==> src/rtl/writeback_stage_pkg.sv <==
// Shared encodings for the write-back stage: write-back source select and
// load size codes, also used by the controller when it builds these fields.
package writeback_stage_pkg;

    // Write-back source select
    localparam logic [1:0] WB_SEL_ALU  = 2'b00;
    localparam logic [1:0] WB_SEL_LOAD = 2'b01;
    localparam logic [1:0] WB_SEL_LINK = 2'b10;
    localparam logic [1:0] WB_SEL_RSVD = 2'b11;

    // Load size; the spare code behaves as a full word
    localparam logic [1:0] LOAD_WORD = 2'b00;
    localparam logic [1:0] LOAD_HALF = 2'b01;
    localparam logic [1:0] LOAD_BYTE = 2'b10;
    localparam logic [1:0] LOAD_RSVD = 2'b11;

    typedef logic [1:0] wb_sel_t;
    typedef logic [1:0] load_size_t;

    // A reserved select code must never produce a register write
    function automatic logic wb_sel_writes(input wb_sel_t sel);
        return sel != WB_SEL_RSVD;
    endfunction

endpackage

==> src/rtl/writeback_stage_load_extender.sv <==
// Selects the addressed little-endian lane of a loaded word and sign- or
// zero-extends it to the full datapath width. Purely combinational.
module writeback_stage_load_extender
    import writeback_stage_pkg::*;
#(
    parameter int DATA_WIDTH = 32
) (
    input  logic [DATA_WIDTH-1:0] mem_data,
    input  load_size_t            load_size,
    input  logic                  load_unsigned,
    input  logic [1:0]            offset,
    output logic [DATA_WIDTH-1:0] load_value
);

    logic [15:0] half_lane;
    logic [7:0]  byte_lane;
    logic        half_fill;
    logic        byte_fill;

    // Lane selection; offset[0] is ignored for halfwords (no alignment trap)
    always_comb begin
        half_lane = offset[1] ? mem_data[31:16] : mem_data[15:0];
        case (offset)
            2'd0:    byte_lane = mem_data[7:0];
            2'd1:    byte_lane = mem_data[15:8];
            2'd2:    byte_lane = mem_data[23:16];
            default: byte_lane = mem_data[31:24];
        endcase
        half_fill = ~load_unsigned & half_lane[15];
        byte_fill = ~load_unsigned & byte_lane[7];
    end

    // Extension by size; the reserved size falls through to a full word
    always_comb begin
        case (load_size)
            LOAD_HALF: load_value = {{(DATA_WIDTH-16){half_fill}}, half_lane};
            LOAD_BYTE: load_value = {{(DATA_WIDTH-8){byte_fill}}, byte_lane};
            default:   load_value = mem_data;
        endcase
    end

endmodule

==> src/rtl/writeback_stage.sv <==
// MEM/WB pipeline register and write-back datapath. Drives the register
// file write port and the EX-stage forwarding tap purely from registered
// state, and counts retired instructions.
module writeback_stage
    import writeback_stage_pkg::*;
#(
    parameter int DATA_WIDTH     = 32,
    parameter int REG_ADDR_WIDTH = 5,
    parameter int COUNT_WIDTH    = 32
) (
    input  logic                      clk,
    input  logic                      rst,
    input  logic                      stall,
    input  logic                      flush,
    input  logic                      in_valid,
    input  logic                      in_reg_write,
    input  logic [REG_ADDR_WIDTH-1:0] in_write_reg,
    input  logic [1:0]                in_wb_sel,
    input  logic [1:0]                in_load_size,
    input  logic                      in_load_unsigned,
    input  logic [DATA_WIDTH-1:0]     in_alu_result,
    input  logic [DATA_WIDTH-1:0]     in_mem_data,
    input  logic [DATA_WIDTH-1:0]     in_pc_plus4,
    output logic                      reg_write,
    output logic [REG_ADDR_WIDTH-1:0] write_reg,
    output logic [DATA_WIDTH-1:0]     write_data,
    output logic                      fwd_valid,
    output logic [REG_ADDR_WIDTH-1:0] fwd_reg,
    output logic [DATA_WIDTH-1:0]     fwd_data,
    output logic [COUNT_WIDTH-1:0]    retired_count
);

    logic                      wb_valid;
    logic                      wb_reg_write;
    logic [REG_ADDR_WIDTH-1:0] wb_write_reg;
    wb_sel_t                   wb_wb_sel;
    load_size_t                wb_load_size;
    logic                      wb_load_unsigned;
    logic [DATA_WIDTH-1:0]     wb_alu_result;
    logic [DATA_WIDTH-1:0]     wb_mem_data;
    logic [DATA_WIDTH-1:0]     wb_pc_plus4;
    logic [DATA_WIDTH-1:0]     load_value;

    // WB register: rst > flush > stall > capture. A stall keeps the data but
    // drops valid, so a held instruction retires exactly once.
    always_ff @(posedge clk) begin
        if (rst || flush) begin
            wb_valid         <= 1'b0;
            wb_reg_write     <= 1'b0;
            wb_write_reg     <= '0;
            wb_wb_sel        <= WB_SEL_ALU;
            wb_load_size     <= LOAD_WORD;
            wb_load_unsigned <= 1'b0;
            wb_alu_result    <= '0;
            wb_mem_data      <= '0;
            wb_pc_plus4      <= '0;
        end else if (stall) begin
            wb_valid <= 1'b0;
        end else begin
            wb_valid         <= in_valid;
            wb_reg_write     <= in_reg_write;
            wb_write_reg     <= in_write_reg;
            wb_wb_sel        <= in_wb_sel;
            wb_load_size     <= in_load_size;
            wb_load_unsigned <= in_load_unsigned;
            wb_alu_result    <= in_alu_result;
            wb_mem_data      <= in_mem_data;
            wb_pc_plus4      <= in_pc_plus4;
        end
    end

    // Retire counter advances on every edge that sees a live WB instruction
    always_ff @(posedge clk) begin
        if (rst) begin
            retired_count <= '0;
        end else if (wb_valid) begin
            retired_count <= retired_count + COUNT_WIDTH'(1);
        end
    end

    writeback_stage_load_extender #(
        .DATA_WIDTH (DATA_WIDTH)
    ) u_load_extender (
        .mem_data      (wb_mem_data),
        .load_size     (wb_load_size),
        .load_unsigned (wb_load_unsigned),
        .offset        (wb_alu_result[1:0]),
        .load_value    (load_value)
    );

    // Write enable gating and write-data source mux
    always_comb begin
        reg_write = wb_valid & wb_reg_write & (wb_write_reg != '0)
                    & wb_sel_writes(wb_wb_sel);
        write_reg = wb_write_reg;
        case (wb_wb_sel)
            WB_SEL_LOAD: write_data = load_value;
            WB_SEL_LINK: write_data = wb_pc_plus4;
            default:     write_data = wb_alu_result;
        endcase
    end

    // Forwarding tap mirrors the write port
    always_comb begin
        fwd_valid = reg_write;
        fwd_reg   = write_reg;
        fwd_data  = write_data;
    end

endmodule

==> config.mk <==
export PLATFORM = sky130hd
export DESIGN_NAME = writeback_stage
export DESIGN_NICKNAME = d
export VERILOG_FILES = /design/src/rtl/writeback_stage_pkg.sv /design/src/rtl/writeback_stage_load_extender.sv /design/src/rtl/writeback_stage.sv
export SDC_FILE = /design/constraint.sdc
export NUM_CORES = 1
export LEC_CHECK = 0
export ABC_AREA = 1
export BUFFER_PORTS_ARGS = -buffer_cell sky130_fd_sc_hd__buf_2
export CAP_MARGIN = 0
export CORE_ASPECT_RATIO = 2
export CORE_MARGIN = 10
export CORE_UTILIZATION = 56
export CTS_CLUSTER_DIAMETER = 150
export CTS_CLUSTER_SIZE = 16
export DETAILED_ROUTE_END_ITERATION = 8
export GPL_ROUTABILITY_DRIVEN = 1
export PLACE_DENSITY = 0.94
export SYNTH_ARGS = -nofsm -noshare
export SYNTH_HDL_FRONTEND = slang
export SYNTH_SLANG_ARGS = --single-unit
==> constraint.sdc <==
create_clock -name clk -period 4 [get_ports clk]
set_input_delay 0.6 -clock clk [delete_from_list [all_inputs] [get_ports clk]]
set_output_delay 0.6 -clock clk [all_outputs]
set_load 0.05 [all_outputs]
==> key figures <==
Drt
  – Post-Route WL: 25200 um
  – Final ANT Viol Nets: 0
  – Post-DR wirelength/cell: 18.0 um
  – Vias per inst: between 5 and 6
  – Vias: 7869
  – First-pass detailed-route iteration total: 6
  – Remaining DRCs: 0
  – Iteration-0 DRC Markers: approximately 690

GRT
  – Global-route wire length before repair: 39100 um
  – Total gr overflow: 0
  – Initial antenna violation count: 2
  – Vias in the first global route: 7881
  – Largest net degree at the start of global routing: between 100 and 150
  – Global Route Usage Sum: between 20 and 30%

Final layout
  – Post-Layout Inst Area: between 0.008 and 0.009 mm^2
  – Nets: 1353
  – Final core occ: 68.7%
  – Layout area overhead: 20.1%
  – Filler Cell Count: between 1k and 1.5k
  – Fraction of layout instances using a drive strength above 1: between 20% and 30%

Logic synthesis
  – Post-Syn Nets: between 1k and 1.5k
  – Top_reg_cell synth: dfxtp_1
  – Synth warn: 0
  – Synthesis-stage register bit count: 140
  – Count leader, synth: nand2_1
  – Mapped Area: 0.00719 mm^2
  – Post-synth ARST share: 0%
  – Seq/Total Area, Yosys: just under 40%
  – Synth Instances: between 1k and 1.5k
  – Synth top cells by count: nand2_1, a21oi_1, dfxtp_1, nor2_1, inv_1
  – Synth top area share: between 30% and 40%
  – Number of flops mapped to enable cells by yosys: 0
  – Syn_area_per_cell: 6.63 um^2
  – Yosys cell types: 31
  – Synth area leaders: dfxtp_1, nand2_1, a21oi_1
  – Synth area leader: dfxtp_1

CTS
  – Post-cts resize count: 0
  – Clock transition at path regs: 60 ps
  – Total CTS buffers: 17
  – Clk sinks: 140
  – Clk buf depth: 2
  – Clock root cell: clkbuf_16
  – Setup Buffers After CTS: 0
  – Hold Buf Count CTS: 0
  – CTS tree: yes
  – Worst skew pair latency: around 420 ps
  – H-tree Lvls: 4

Die
  – I/O pin total: 220
  – Core area: between 0.01 and 0.015 mm^2
  – Starting density of the core: 57.3%
  – Die Height: ~180 um
  – Die width: 100 um
  – Total die area: about 0.018 mm^2
  – Row count: 58

Power
  – Pwr/cell area: 442 mW/mm^2
  – Switch Pwr: 0.00122 W
  – Seq pwr share: 38.3%
  – Static leakage: 3.71 nW
  – Peak VDD IR: 394 uV
  – Combinational Power Share: 18.0%
  – Clk pwr share: 43.7%
  – Internal power: ~0.0026 W
  – Sw frac: 31.9%

Place
  – GPL Wtd Cong: just under 1
  – Cell Area, Placed: 0.00801 mm^2
  – Number of port buffers: 219
  – Final HPWL DP: 18900 um

Run
  – Max cap viols: 0

Worst setup path
  – Startpoint types: register
  – Cell family with most CP delay: buffers and inverters
  – Bufs and invs on worst path: 3
  – Slowest CP cell: inv_1
  – Crit-path cells: inv_1, ha_1, inv_1, nor2_1, nor2_1, nand2_1, a21oi_1, buf_2
  – CP required: 3400 ps
  – CP Capture Type: primary output
  – Max stage delay on crit path: 680 ps
  – Crit Path Max Fanout: 30
  – Crit path kind: register to primary output
  – CP Data Arrival Time: 2960 ps

STA
  – Max Slew Vio Count: 0
  – RSZ-0062 raised after global routing: false
  – Clk_skew: 6.67 ps
  – Achievable Freq: 281 MHz
  – Max_slew headroom: 22.0%
  – Endpoints failing hold: 0
  – Min Tclk post-route: roughly 3600 ps
  – # setup viols final: 0
  – Worst-Margin Slew: 1170 ps
  – TNS Setup: 0 ps
  – Tcrit/Tclk final: about nine tenths

Worst hold path
  – Hold Crit Class: primary input to register

Status
  – Status: completed
[final timing paths]
path	from	to	slack, ps	cells after the start
min reg2reg	wb_alu_result[9]	wb_alu_result[9]	460	2
max	wb_load_size[0]	fwd_data[28]	440	8
min	in_alu_result[11]	wb_alu_result[11]	420	3
max reg2reg	wb_valid	retired_count[19]	2160	5
[power by group through the flow]
stage / Clock (W) / Sequential (W) / Combinational (W)
global route: 0.00174 / 0.00146 / 0.000732
finish: 0.00167 / 0.00146 / 0.000685
detailed placement: 0 / 0.00149 / 0.000678
floorplan: 0 / 0.00149 / 0.000531
global placement: 0 / 0.00149 / 0.000673
CTS: 0.00167 / 0.00146 / 0.000682
[per-layer routing]
layer / GRT usage, % / share of wire [%] / vias to the layer above / wire length (um)
met5: 0 / 0 / - / 0
met4: 22.2 / 7.7 / 0 / 1930
met3: 6.26 / 7.3 / 109 / 1840
met2: 46.9 / 52 / 409 / 13000
met1: 25.9 / 33 / 3583 / 8380
li1: - / - / 3768 / -
[worst register-to-register path, cell delays in order (launching register included)]
cell,delay (ps)
dfxtp_1,690
inv_1,310
nor3_1,240
nand3_1,190
nor4_1,220
nor2_1,80
[stage by stage]
stage,total power [W],instances,hold slack [ps],worst slack (ps)
finish,0.00381,1400,417,444
floorplan,0.00202,1085,437,937
CTS,0.00381,1398,412,500
detailed placement,0.00217,1366,456,943
global placement,0.00216,1366,443,973
global route,0.00394,1400,414,167
[kinds of logic after synthesis]
| logic type | count (synthesis) | synth area share [%] |
|---|---|---|
| compound gates | 264 | 19.3 |
| xor+xnor | 5 | 0.609 |
| fa+ha+maj | 6 | 1.04 |
| buf+inv | 158 | 10.6 |
| flops | 140 | 39.0 |
| simple gates | 512 | 29.5 |
[layout make-up]
cell class                 instances  area [um^2]  area share [%]
clock buffer                      18          429            4.97
multi-input combinational        787         3620            42.0
tap                              150          188            2.17
timing repair buffer             229         1170            13.6
inverter                          60          225            2.61
clock inverter                    14          185            2.15
antenna                            2         5.00          0.0580
sequential                       140         2800            32.5
[placed cells by master (no fill, tap or decap), types with 4 or more instances in the layout]
master	count
a21oi_1	192
a21oi_2	10
buf_2	218
buf_4	11
clkbuf_16	17
dfxtp_1	140
ha_1	6
inv_1	54
inv_2	6
nand2_1	320
nand2_2	6
nand3_1	27
nand4_1	7
nor2_1	123
nor2_2	4
nor2_4	6
nor3_1	11
o21ai_0	50
o21ai_1	6
xor2_1	5
Power figures use the tool's default switching activity.
